===== config.mk =====
export PLATFORM = sky130hd
export DESIGN_NAME = ifetch_queue
export DESIGN_NICKNAME = d
export VERILOG_FILES = /design/src/rtl/fetch_pkg.sv /design/src/rtl/fetch_fifo.sv /design/src/rtl/ifetch_queue.sv
export SDC_FILE = /design/constraint.sdc
export NUM_CORES = 1
export LEC_CHECK = 0
export CAP_MARGIN = 10
export CORE_UTILIZATION = 56
export DETAILED_ROUTE_END_ITERATION = 6
export PLACE_DENSITY_LB_ADDON = 0.15
export SYNTH_ARGS = -nofsm -noshare
export SYNTH_HDL_FRONTEND = slang
export SYNTH_SLANG_ARGS = --single-unit

===== constraint.sdc =====
create_clock -name clk -period 4.4 [get_ports clk]
set_input_delay 0.66 -clock clk [delete_from_list [all_inputs] [get_ports clk]]
set_output_delay 0.66 -clock clk [all_outputs]
set_load 0.02 [all_outputs]

===== src/rtl/fetch_pkg.sv =====
// fetch_pkg: shared types and constants for the instruction fetch front-end
package fetch_pkg;

    typedef struct packed {
        logic [31:0] pc;
        logic [31:0] inst;
    } fetch_entry_t;

    localparam int INST_BYTES = 4;

    function automatic int cnt_w(input int depth);
        return $clog2(depth) + 1;
    endfunction

endpackage


===== src/rtl/fetch_fifo.sv =====
// fetch_fifo: circular prefetch buffer of {pc, inst} entries with flush
module fetch_fifo
    import fetch_pkg::*;
#(
    parameter int DEPTH = 4
) (
    input  logic                      clk,
    input  logic                      reset,
    input  logic                      push,
    input  logic                      pop,
    input  logic                      flush,
    input  fetch_entry_t              wr_entry,
    output fetch_entry_t              head,
    output logic [cnt_w(DEPTH)-1:0]   count,
    output logic                      full,
    output logic                      empty
);

    localparam int AW = $clog2(DEPTH);
    localparam int CW = cnt_w(DEPTH);

    fetch_entry_t mem [DEPTH];
    logic [AW-1:0] rd_ptr;
    logic [AW-1:0] wr_ptr;
    logic          push_ok;
    logic          pop_ok;

    assign full    = count == CW'(DEPTH);
    assign empty   = count == '0;
    assign push_ok = push && !full;
    assign pop_ok  = pop && !empty;
    assign head    = empty ? '0 : mem[rd_ptr];

    // pointers wrap naturally at DEPTH; flush empties without touching storage
    always_ff @(posedge clk) begin
        if (reset || flush) begin
            rd_ptr <= '0;
            wr_ptr <= '0;
            count  <= '0;
        end else begin
            wr_ptr <= push_ok ? wr_ptr + AW'(1) : wr_ptr;
            rd_ptr <= pop_ok ? rd_ptr + AW'(1) : rd_ptr;
            count  <= count + CW'(push_ok) - CW'(pop_ok);
        end
    end

    // entry storage needs no reset; occupancy gates visibility
    always_ff @(posedge clk) begin
        if (push_ok && !flush)
            mem[wr_ptr] <= wr_entry;
    end

endmodule


===== src/rtl/ifetch_queue.sv =====
// ifetch_queue: fetch PC, request credits and redirect squashing around a prefetch queue
module ifetch_queue
    import fetch_pkg::*;
#(
    parameter int          DEPTH    = 4,
    parameter logic [31:0] RESET_PC = 32'h0000_0000
) (
    input  logic        clk,
    input  logic        reset,
    input  logic        redirect,
    input  logic [31:0] redirect_pc,
    output logic        imem_req_valid,
    output logic [31:0] imem_req_addr,
    input  logic        imem_req_ready,
    input  logic        imem_rsp_valid,
    input  logic [31:0] imem_rsp_data,
    output logic        inst_valid,
    output logic [31:0] inst,
    output logic [31:0] inst_pc,
    input  logic        inst_ready
);

    localparam int CW = cnt_w(DEPTH);

    logic [31:0]   fetch_pc;
    logic [31:0]   tag_pc;
    logic [31:0]   target;
    logic [CW-1:0] in_flight;
    logic [CW-1:0] discard;
    logic [CW-1:0] count;
    logic          full;
    logic          empty;
    logic          accept;
    logic          push;
    logic          pop;
    fetch_entry_t  head;

    assign target         = redirect_pc & ~32'd3;
    assign imem_req_valid = !reset && !redirect && !full
                            && ({1'b0, in_flight} + {1'b0, count} < (CW+1)'(DEPTH));
    assign imem_req_addr  = fetch_pc;
    assign accept         = imem_req_valid && imem_req_ready;
    assign push           = imem_rsp_valid && !redirect && discard == '0;
    assign pop            = inst_valid && inst_ready;
    assign inst_valid     = !empty;
    assign inst           = head.inst;
    assign inst_pc        = head.pc;

    // fetch/tag PCs, outstanding-request credit and stale-response squash count
    always_ff @(posedge clk) begin
        if (reset) begin
            fetch_pc  <= RESET_PC;
            tag_pc    <= RESET_PC;
            in_flight <= '0;
            discard   <= '0;
        end else if (redirect) begin
            fetch_pc  <= target;
            tag_pc    <= target;
            in_flight <= in_flight - CW'(imem_rsp_valid);
            discard   <= in_flight - CW'(imem_rsp_valid);
        end else begin
            fetch_pc  <= accept ? fetch_pc + 32'(INST_BYTES) : fetch_pc;
            tag_pc    <= push ? tag_pc + 32'(INST_BYTES) : tag_pc;
            in_flight <= in_flight + CW'(accept) - CW'(imem_rsp_valid);
            discard   <= (imem_rsp_valid && discard != '0) ? discard - CW'(1) : discard;
        end
    end

    fetch_fifo #(.DEPTH(DEPTH)) u_fifo (
        .clk      (clk),
        .reset    (reset),
        .push     (push),
        .pop      (pop),
        .flush    (redirect),
        .wr_entry ('{pc: tag_pc, inst: imem_rsp_data}),
        .head     (head),
        .count    (count),
        .full     (full),
        .empty    (empty)
    );

endmodule


==> impl_results.md <==
* Status: finished clean
* Largest stage delay, worst path at 0.77 ns
* Core ar. at 23610 µm²
* Sequential area share after synthesis at 65.98%
* R2R Path Start: u_fifo.count[1]
* CTS Hold Bufs at 0
* WP buf/inv at 2
* DRT iter0 DRCs at 385
* Clock Tree Buf Depth at 3
* Post-synth EDFFs at 248
* Crit Reg-Reg Endpoint: in_flight[2]
* Worst-Margin Slew at 0.9408 ns
* Maxcap violations at 0
* Pwr Density at 425.6 nW/µm²
* Hpwl dp at 17.29 mm
* Port Buffers at 161
* Cells after Synth at 895
* Period Utilization, post-route at 80.98%
* CTS tree: yes
* Global-route wire length before repair at 42.23 mm
* Final WS setup at 0.8368 ns
* Worst vdd ir at 259.4 µV
* Commonest non-fill, non-tap cells in the layout: edfxtp_1, clkdlybuf4s50_1, dfxtp_1, and2_1, mux4_2
* Via/cell ratio at 5.639
* Area of the multi-input gates at 4249 µm²
* Placement Setup Slack at 0.6029 ns
* Hold Vio Cnt, Final at 0
* Crit. End Element: primary output
* Root Buffer: clkbuf_16
* Clk_lat worst skew at 0.51 ns
* CP max stage cell: dfxtp_4
* Avg WL per Cell at 19.20 µm
* Share of layout cells above drive strength 1 at 13.36%
* Largest net degree at the start of global routing at 63
* Setup TNS at 0 ns
* Final Routed Wirelength at 27.11 mm
* Synth warn at 0
* Top FF cell, synth: edfxtp_1
* Max frequency at 280.6 MHz
* Leak at 5.600 nW
* Reg area at 8954 µm²
* Antenna cell count at 0
* Yosys reg bits at 323
* Critical path, cell by cell: buf_4, mux4_2, and2_1, clkdlybuf4s50_1
* Critical path class: flop to primary output
* Fin cells at 1412
* Dpl cell area at 15560 µm²
* CTS resizes at 0
* H-tree levels at 2
* Die X at 157.6 µm
* Synth cell types at 48
* Placed Instances at 1350
* Initial core utilization at 57.44%
* Hold Crit Class: flop to flop
* Num Clock Sinks at 323
* R2R Setup Slk at 1.16 ns
* Initial antenna violation count at 0
* Kind of start point of the critical path: flop
* Core Rows at 56
* Delay-heaviest family, CP: buffers and inverters
* Slew Limit Fails at 0
* CP max FO at 32
* DR pass1 iterations at 5
* Clock skew at 0.02720 ns
* Final Core Density at 70.88%
* Final Setup Violations at 0
* Hold Path Depth at 2
* Post-CTS setup buffers at 0
* IO Pins at 168
* Worst-path clk slew at 0.06 ns
* Crit path arrival time at 2.90 ns
* Hold wc startpoint: u_fifo.rd_ptr[0]
* Finished Cell Area at 16740 µm²
* Most common cell after layout, fill and taps aside: edfxtp_1
* Global route overflow at 0
* Post-route ant nets at 0
* Layout area overhead at 23.40%
* Die footprint at 24850 µm²
* Die Y at 157.6 µm
* Vias in the first global route at 7912
* Mapped cell area at 13560 µm²
* Critical path required time at 3.74 ns
* R2R depth at 12
* Layout filler cell count at 1596
* Worst Hold End: u_fifo.rd_ptr[0]
* Syn_area_per_cell at 15.15 µm²
* FFs w/ async S/R, synth at 0%
* Vias at 7962
* Period minus WS final at 3.563 ns
* Num CTS Buffers at 34
* GRT Util Overall at 22.38%
* RD Place Congestion at 0.8893
* Slew headroom at 37.28%
* Final nets at 1155
* Drt drc at 0
* Unrepaired setup endpoints after global routing: false
cells by family (layout without fill, tap and decap cells):
family / count (synthesis) / count (layout) / share of synthesized area (%)
xor+xnor: 53 / 53 / 3.423
simple gates: 234 / 234 / 10.21
buf+inv: 94 / 289 / 2.823
flops: 323 / 323 / 65.98
compound gates: 107 / 107 / 5.249
other cells: 1 / 4 / 0.02765
fa+ha+maj: 18 / 18 / 1.771
mux: 65 / 65 / 10.52
cell type report:
cell class / instances / area share, %
timing repair buffer: 178 / 10.62
inverter: 49 / 1.099
tap: 319 / 2.385
sequential: 323 / 53.50
clock inverter: 17 / 1.293
clock buffer: 45 / 5.719
multi-input combinational: 481 / 25.39
report_power, final:
part           total (mW)  internal [mW]  switching [mW]  leakage (nW)
sequential           3.48           3.39          0.0940          2.88
combinational       0.692          0.344           0.348          2.14
clock                2.95           1.83            1.12         0.573
total                7.12           5.56            1.56          5.60
cell usage after synthesis (all sizes together), types with 6 or more instances:
cell,n,area (µm²)
edfxtp,248,7447
o21a,6,45.04
and2,71,444.2
clkbuf,29,108.9
ha,16,200.2
mux4,62,1396
a21boi,36,270.3
nor4,14,106.4
nor2,20,75.07
xor2,32,280.3
inv,48,180.2
nor3,12,60.06
nand3,31,155.2
dfxtp,75,1501
nand2,27,101.4
o31a,9,78.83
xnor2,21,183.9
o21ai,6,30.03
buf,16,90.09
a21oi,35,175.2
and3,16,100.1
nand4,20,140.1
per-stage QoR:
stage	power [mW]	hold slack (ns)
after CTS	7.181	0.5442
final	7.122	0.5492
after global placement	4.224	0.5053
after floorplan	3.918	0.4797
after global routing	7.372	0.5626
after detailed placement	4.239	0.5136
flip-flops by register name (all words and copies together) (netlist names), named ones only:
| register | count |
|---|---|
| u_fifo.rd_ptr | 2 |
| u_fifo.wr_ptr | 2 |
| imem_req_addr | 30 |
| in_flight | 3 |
| tag_pc | 30 |
| u_fifo.mem | 248 |
| discard | 3 |
| u_fifo.count | 3 |
tightest hold or removal path: cells and delay by family, from the launching register on:
family / cells / cell delay (ns)
XOR/XNOR: 1 / 0.09
flip-flops: 1 / 0.35
AND/OR/NAND/NOR: 1 / 0.07
worst max-delay path by stage:
stage                                  end  slack [ns]  cells past startpoint
after floorplan           u_fifo.mem[1][0]        0.88                      4
after global placement        in_flight[2]        0.64                     12
after detailed placement      in_flight[2]        0.60                     12
after CTS                         inst[11]        0.74                      4
after global routing              inst[11]        0.63                      4
final                              inst[1]        0.84                      4
metal layers:
metal,track usage (%),part of all wire (%),up-vias,wire length [µm]
li1,-,-,3740,-
met1,30.52,45,3924,12160
met2,36.75,48,254,12940
met3,4.079,5.3,44,1445
met4,6.889,2.1,0,562
met5,0,0,-,0
Power figures use the tool's default switching activity.
